==> src/rtl/sisc_pkg.sv <==
// Shared definitions for the memory arbiter slice.
//  - state_t : arbiter FSM encoding (IDLE -> ACCESS -> DONE -> IDLE)
//  - owner_t : which requester owns the memory (OWN_IF = fetch, OWN_DM = data)
//  - other_owner() : the opposite requester, used for round-robin tie breaks
package sisc_pkg;

  typedef enum logic [1:0] {
    ST_IDLE   = 2'd0,
    ST_ACCESS = 2'd1,
    ST_DONE   = 2'd2
  } state_t;

  typedef enum logic {
    OWN_IF = 1'b0,
    OWN_DM = 1'b1
  } owner_t;

  function automatic owner_t other_owner(input owner_t cur);
    owner_t res;
    if (cur == OWN_IF) begin
      res = OWN_DM;
    end else begin
      res = OWN_IF;
    end
    return res;
  endfunction

endpackage

==> src/rtl/arb_pick.sv <==
// Combinational owner selection for mem_arb.
//  Inputs : if_req, dm_req (raw requests), last_owner (most recent grant)
//  Outputs: grant (any request present), owner (who gets the memory)
// Build option MEM_ARB_RR_EN:
//  - defined   : round-robin, a tie goes to the port that was not granted last
//  - undefined : fixed priority, a tie always goes to DM so the ctrl mem stage
//                never stalls behind a fetch; last_owner is ignored
module arb_pick
  import sisc_pkg::*;
(
  input  logic   if_req,
  input  logic   dm_req,
  input  owner_t last_owner,
  output logic   grant,
  output owner_t owner
);

  // Pick the owner for the next access from the live request lines
  always_comb begin
    grant = if_req | dm_req;
    owner = OWN_IF;
    if (if_req && dm_req) begin
`ifdef MEM_ARB_RR_EN
      owner = other_owner(last_owner);
`else
      owner = OWN_DM;
`endif
    end else if (dm_req) begin
      owner = OWN_DM;
    end else begin
      owner = OWN_IF;
    end
  end

`ifndef MEM_ARB_RR_EN
  // Fixed priority has no use for the previous owner.
  logic unused_last_owner_s;
  assign unused_last_owner_s = last_owner;
`endif

endmodule

==> src/rtl/mem_arb.sv <==
// mem_arb: shares one single-port memory between instruction fetch (IF) and
// data access (DM). Each granted access holds mem_en for MEM_LAT cycles, then
// the owner gets a one-cycle ack with read data in its own rdata register.
// Parameters: ADDR_W (address width), DATA_W (data width), MEM_LAT (>=1
// access cycles per transfer).
// Ports:
//  clk, rst                   clock (posedge), asynchronous active-high reset
//  if_req/if_addr             fetch request and address
//  if_rdata/if_ack            fetched word and completion pulse
//  dm_req/dm_we/dm_addr/
//  dm_wdata                   data request (store when dm_we=1)
//  dm_rdata/dm_ack            load data and completion pulse
//  mem_en/mem_we/mem_addr/
//  mem_wdata/mem_rdata        memory side
//  busy                       arbiter not idle
// Build option: MEM_ARB_RR_EN selects round-robin tie breaking (see arb_pick).
module mem_arb
  import sisc_pkg::*;
#(
  parameter int ADDR_W  = 16,
  parameter int DATA_W  = 32,
  parameter int MEM_LAT = 2
) (
  input  logic              clk,
  input  logic              rst,
  input  logic              if_req,
  input  logic [ADDR_W-1:0] if_addr,
  output logic [DATA_W-1:0] if_rdata,
  output logic              if_ack,
  input  logic              dm_req,
  input  logic              dm_we,
  input  logic [ADDR_W-1:0] dm_addr,
  input  logic [DATA_W-1:0] dm_wdata,
  output logic [DATA_W-1:0] dm_rdata,
  output logic              dm_ack,
  output logic              mem_en,
  output logic              mem_we,
  output logic [ADDR_W-1:0] mem_addr,
  output logic [DATA_W-1:0] mem_wdata,
  input  logic [DATA_W-1:0] mem_rdata,
  output logic              busy
);

  // Counter holds MEM_LAT-1 at most, one spare bit keeps it from wrapping.
  localparam int              CNT_W    = $clog2(MEM_LAT) + 1;
  localparam logic [CNT_W-1:0] CNT_LOAD = CNT_W'(MEM_LAT - 1);
  localparam logic [CNT_W-1:0] CNT_ZERO = {CNT_W{1'b0}};
  localparam logic [CNT_W-1:0] CNT_ONE  = CNT_W'(1);

  generate
    if (MEM_LAT < 1) begin : g_bad_lat
      $error("mem_arb: MEM_LAT must be at least 1");
    end
  endgenerate

  state_t              state_r;
  logic [CNT_W-1:0]    cnt_r;
  owner_t              owner_r;
  owner_t              last_owner_r;
  logic                mem_en_r;
  logic                mem_we_r;
  logic [ADDR_W-1:0]   mem_addr_r;
  logic [DATA_W-1:0]   mem_wdata_r;
  logic [DATA_W-1:0]   if_rdata_r;
  logic [DATA_W-1:0]   dm_rdata_r;
  logic                if_ack_r;
  logic                dm_ack_r;
  logic                busy_r;

  logic                grant_s;
  owner_t              owner_s;

  arb_pick u_pick (
    .if_req     (if_req),
    .dm_req     (dm_req),
    .last_owner (last_owner_r),
    .grant      (grant_s),
    .owner      (owner_s)
  );

  // Arbiter FSM: grant, count the access cycles, capture read data, ack.
  // last_owner_r only feeds the round-robin picker; in the fixed-priority
  // build nothing reads it and the flop is trimmed away.
  always_ff @(posedge clk or posedge rst) begin
    if (rst) begin
      state_r      <= ST_IDLE;
      cnt_r        <= CNT_ZERO;
      owner_r      <= OWN_IF;
      last_owner_r <= OWN_IF;
      mem_en_r     <= 1'b0;
      mem_we_r     <= 1'b0;
      mem_addr_r   <= {ADDR_W{1'b0}};
      mem_wdata_r  <= {DATA_W{1'b0}};
      if_rdata_r   <= {DATA_W{1'b0}};
      dm_rdata_r   <= {DATA_W{1'b0}};
      if_ack_r     <= 1'b0;
      dm_ack_r     <= 1'b0;
      busy_r       <= 1'b0;
    end else begin
      // Acks are single-cycle pulses; only the ACCESS exit raises one.
      if_ack_r <= 1'b0;
      dm_ack_r <= 1'b0;
      case (state_r)
        ST_IDLE: begin
          if (grant_s) begin
            state_r      <= ST_ACCESS;
            owner_r      <= owner_s;
            last_owner_r <= owner_s;
            cnt_r        <= CNT_LOAD;
            mem_en_r     <= 1'b1;
            busy_r       <= 1'b1;
            // Request fields are latched here so the requester may change
            // them freely while the access runs.
            if (owner_s == OWN_DM) begin
              mem_addr_r  <= dm_addr;
              mem_we_r    <= dm_we;
              mem_wdata_r <= dm_wdata;
            end else begin
              mem_addr_r  <= if_addr;
              mem_we_r    <= 1'b0;
              mem_wdata_r <= {DATA_W{1'b0}};
            end
          end else begin
            state_r <= ST_IDLE;
          end
        end
        ST_ACCESS: begin
          if (cnt_r != CNT_ZERO) begin
            cnt_r <= cnt_r - CNT_ONE;
          end else begin
            state_r  <= ST_DONE;
            mem_en_r <= 1'b0;
            mem_we_r <= 1'b0;
            if (owner_r == OWN_DM) begin
              dm_ack_r <= 1'b1;
              // A store leaves the previous load data in place.
              if (!mem_we_r) begin
                dm_rdata_r <= mem_rdata;
              end else begin
                dm_rdata_r <= dm_rdata_r;
              end
            end else begin
              if_ack_r   <= 1'b1;
              if_rdata_r <= mem_rdata;
            end
          end
        end
        ST_DONE: begin
          state_r <= ST_IDLE;
          busy_r  <= 1'b0;
        end
        default: begin
          state_r  <= ST_IDLE;
          mem_en_r <= 1'b0;
          mem_we_r <= 1'b0;
          busy_r   <= 1'b0;
        end
      endcase
    end
  end

  assign if_rdata  = if_rdata_r;
  assign if_ack    = if_ack_r;
  assign dm_rdata  = dm_rdata_r;
  assign dm_ack    = dm_ack_r;
  assign mem_en    = mem_en_r;
  assign mem_we    = mem_we_r;
  assign mem_addr  = mem_addr_r;
  assign mem_wdata = mem_wdata_r;
  assign busy      = busy_r;

endmodule
==> config.mk <==
export PLATFORM = sky130hd
export DESIGN_NAME = mem_arb
export DESIGN_NICKNAME = d
export VERILOG_FILES = /design/src/rtl/sisc_pkg.sv /design/src/rtl/arb_pick.sv /design/src/rtl/mem_arb.sv
export SDC_FILE = /design/constraint.sdc
export NUM_CORES = 1
export LEC_CHECK = 0
export ABC_AREA = 1
export CAP_MARGIN = 5
export CORE_MARGIN = 3
export CORE_UTILIZATION = 35
export CTS_CLUSTER_SIZE = 28
export DETAILED_ROUTE_END_ITERATION = 10
export PLACE_DENSITY_LB_ADDON = 0.05
export SLEW_MARGIN = 20
export SYNTH_ARGS = -nofsm -noshare
export SYNTH_HDL_FRONTEND = slang
export SYNTH_HIERARCHICAL = 1
export SYNTH_SLANG_ARGS = --single-unit
==> constraint.sdc <==
create_clock -name clk -period 7.2 [get_ports clk]
set_clock_uncertainty 0.05 [all_clocks]
set_input_delay 2.16 -clock clk [delete_from_list [all_inputs] [get_ports clk]]
set_output_delay 2.16 -clock clk [all_outputs]
set_load 0.02 [all_outputs]
======== Word-level counts from Yosys, hierarchy flattened ========
Cells that the tools add are included.
storage, ports and cells
  bits in registers ....................... 122
  output and inout bits ................... 117
  word-level logic and storage cells ...... 57
cells by class
  $add $sub $neg .......................... 1
  equality and inequality tests ........... 5
  mux-type cells .......................... 23
  bitwise operators ....................... 6
  reduce and logical (&&, ||, !) cells .... 10
operators by type and width
  cell                   count
  $mux W32               1
  $mux W16               1
  $mux W1                13
  $reduce_and A3 Y1      3
  $pmux W2 S2            2
  $mux W2                3
  $ne A2 B2 Y1 const B   3
  $pmux W1 S3            2
  $not A1 Y1             5
  $reduce_and A2 Y1      2
  $reduce_and A4 Y1      1
  $reduce_bool A2 Y1     2
  $eq A2 B1 Y1 const B   1
  $eq A2 B2 Y1 const B   1
  $logic_not A2 Y1       1
  $pmux W1 S2            1
  $sub A2 B1 Y2 const B  1
  $logic_and A1 B1 Y1    1
  $or A1 B1 Y1           1

======== Logic depth before layout (Yosys ltp) ========
  depth after elaboration ................. 5
  mapped depth ............................ 9
  mapped depth without buffers ............ 8

======== Modules after synthesis ========
Netlist, hierarchy kept.
by module, submodules not included
  module    times used  cells an instance  area an instance (um2)  seq. area each (um2)
  mem_arb   1           583                4,922.2                 3,052.9
  arb_pick  1           4                  15.0                    0.0

======== Worst setup path before layout ========
OpenSTA, ideal clock, no wires.
  path kind ............................... input to register
  from .................................... input dm_req
  to ...................................... register mem_wdata_r[1] (netlist: mem_wdata[1])
  library setup time ...................... 83 ps
  data arrival time ....................... 2,879 ps
  data required time ...................... 7,067 ps
  slack ................................... 4,189 ps
  stages on the path ...................... 5
  path buffers ............................ 3
  cells stage by stage .................... clkbuf_1 buf_4 clkbuf_1 nand2_1 o21ai_0
between the ends
  cells in the longest elaborated chain, start to end .. 3
  elaborated cells between the ends (all ways) .. 6
ends and longest elaborated chain
  element                                         line                            source
  start, declared                                 mem_arb.sv:30                   input logic dm_req,
  $mux W1 or $logic_and A1 B1 Y1 (tied branches)  arb_pick.sv:28, arb_pick.sv:22
  $mux W1                                         arb_pick.sv:22                  if (if_req && dm_req) begin
  $mux W32                                        mem_arb.sv:114                  if (owner_s == OWN_DM) begin
  end signal, assigned                            mem_arb.sv:93                   mem_wdata_r <= {DATA_W{1'b0}};
  end signal, assigned                            mem_arb.sv:117                  mem_wdata_r <= dm_wdata;
  end signal, assigned                            mem_arb.sv:121                  mem_wdata_r <= {DATA_W{1'b0}};
  end, declared                                   mem_arb.sv:63                   logic [DATA_W-1:0] mem_wdata_r;
Parallel ways exist; a longest one is shown, timed or not.
A chain may end at the register's enable or synchronous reset.

======== Worst setup path in the final report ========
  from .................................... register mem_we_r (netlist: mem_we)
  to ...................................... output mem_we
RTL lines
  element                 line            source
  start, declared         mem_arb.sv:61   logic mem_we_r;
  start signal, assigned  mem_arb.sv:116  mem_we_r <= dm_we;
  end, declared           mem_arb.sv:37   output logic mem_we,
No word-level cell between the ends.

==> qor.csv <==
metric,value,unit
die_area,15570,um2
fill_cells,1190,
die_w,124.8,um
fin_cells,987,
utilization,57.84,%
clkTransAtPathRegs,0.05,ns
dp_slack,2.985,ns
start_util,36.56,%
cp-start-kind,flip-flop,
clk_latency,0.40,ns
grt_max_degree,90,
synth_area_per_cell,8.411,um2
finalPower,3.840,mW
dp.cells,954,
syn2layout_area_growth,58.21,%
rsz0062_at_grt,no,
final_area,7811,um2
routed_wl,13680,um
crit_fanout,3,
cp.arrival,1.43,ns
final.min_clock_period,3.640,ns
clockBufferDepth,2,
setup_viol,0,
postCtsSetupRepairBufs,0,
crit_family,buffers and inverters,
critPathCaptureType,primary output,
port_buffers,217,
drc_errors,0,
hold_path.class,flip-flop to flip-flop,
num-nets-final,900,
status,completed,
cpPeakStageDelay,0.65,ns
cp_slowest_cell,clkdlybuf4s50_1,
fp.dieH,124.8,um
synth_warnings,6,
leakagePower,3.812,nW
drv_cap,0,
grt-ovfl-total,0,
hold_slack,0.4165,ns
viasPerCell,4.442,
dp_hpwl,9458,um
rows,42,
layout_setup_ws,3.560,ns
antenna_found_initial,0,
finalMaxSlewViolations,0,
wl_per_cell,13.86,um
worst-slew-pin-transition,0.8180,ns
post_cts_resized,0,
ctsHoldBuffers,0,
first_pass_iters,6,
cts_htree_levels,4,
synth_cell_types,17,
synth_area,4937,um2
power.density,491.6,nW/um2
ys_seq_area_share,61.83,%
grt_pass1_wl,22330,um
fin_tns_setup,0,ns
critPathBufInv,1,
cts_tree,yes,
max_freq,0.2747,GHz
finalCritPeriodShare,50.56,%
diodes,0,
seq_area,3053,um2
crit_required,4.99,ns
place_area,7199,um2
numClockSinks,122,
ant_nets,0,
numCtsBuffers,17,
clockRootBuffer,clkbuf_16,
path_class,flip-flop to primary output,
grtUsageTotal,17.77,%
vdd_drop_max,0.2559,mV
io_pins,218,
num_vias,4384,
multi_input_area,1622,um2
drive_gt1_share,5.549,%
synth_seq_cells,122,
synth_nets,689,
coreArea,13510,um2
gp_congestion,0.7931,
worstPathCellList,clkdlybuf4s50_1,
synthCells,587,
max-slew-margin-rel,45.47,%
hold_viol,0,
grt_pass1_vias,4364,
drt_iter0_drc,263,
[kinds of logic (layout without fill, tap and decap cells)]
group,count (synthesis),in the layout,synth area share (%)
AOI/OAI and AO/OA,49,49,4.967
adders and majority gates,1,1,0.2534
buffers and inverters,58,282,5.322
DFF,122,122,61.83
and+or+nand+nor,357,357,27.62
[Yosys cell counts, drive strengths merged]
master,n,area share (%)
inv,28,2.1
nor2,7,0.74
clkbuf,11,0.84
nor3,1,0.10
nand3,6,0.61
ha,1,0.25
o21ai,49,5.0
dfrtp,122,62
nand2,343,26
buf,19,2.4
[per-layer routing]
layer	track usage, %	routed length [um]	vias up
met5	0	0	-
met1	22.70	5973	1998
met2	28.09	6354	163
li1	-	-	2208
met4	5.545	191	0
met3	6.690	1165	15
[state kept, by name, summed over array words and instances, names as in the netlist]
| name | count |
|---|---|
| dm_rdata | 32 |
| if_rdata | 32 |
| mem_wdata | 32 |
| mem_addr | 16 |
| cnt_r | 2 |
| state_r | 2 |
| busy | 1 |
| dm_ack | 1 |
| if_ack | 1 |
| last_owner_r | 1 |
| mem_en | 1 |
| mem_we | 1 |
[where the power goes]
| part | internal, mW | total (mW) | switching (mW) | leakage, nW |
|---|---|---|---|---|
| Sequential | 1.03 | 1.24 | 0.209 | 1.52 |
| Combinational | 0.779 | 1.76 | 0.982 | 1.99 |
| Clock | 0.552 | 0.838 | 0.286 | 0.300 |
[area by class of cell]
type | instances | area share [%]
Sequential cell | 122 | 39.08
Multi-Input combinational cell | 407 | 20.76
Inverter | 28 | 1.378
Tap cell | 176 | 2.819
Timing Repair Buffer | 222 | 28.38
Clock buffer | 24 | 6.423
Clock inverter | 8 | 1.153
[layout by cell type, fill, tap and decap left out]
cell,synthesis,routed
inv_1,24,23
buf_12,0,1
o21ai_0,48,48
nand3_1,6,6
buf_4,6,4
nor2_4,1,1
inv_2,4,4
clkbuf_1,11,2
nand2_1,341,341
nor3_1,1,1
clkinv_2,0,6
clkbuf_16,0,17
nand2_2,2,2
dfrtp_1,122,122
ha_1,1,1
clkbuf_8,0,5
buf_2,12,1
bufinv_16,0,2
clkdlybuf4s50_1,0,216
o21ai_1,1,1
inv_4,0,1
nor2_2,1,1
nor2_1,5,5
[worst paths after layout]
path / cells after the start / to / slack (ns) / start
worst max-delay path: 1 / mem_we / 3.56 / mem_we$_DFFE_PP0P_
worst min-delay path: 2 / dm_rdata[18]$_DFFE_PP0P_ / 0.42 / dm_rdata[18]$_DFFE_PP0P_
worst max register to register: 8 / if_rdata[1]$_DFFE_PP0P_ / 4.90 / cnt_r[0]$_DFFE_PP0P_
worst min register to register: 2 / dm_rdata[18]$_DFFE_PP0P_ / 0.42 / dm_rdata[18]$_DFFE_PP0P_
max in group asynchronous: 3 / dm_rdata[19]$_DFFE_PP0P_ / 3.67 / rst
min in group asynchronous: 2 / mem_wdata[4]$_DFFE_PP0P_ / 2.24 / rst
[worst min-delay path, cell delays in order, from the launching register on]
cell	delay (ns)
dfrtp_1	0.34
nand2_1	0.05
nand2_1	0.05
Note: power is estimated with default switching activity, not from simulation.
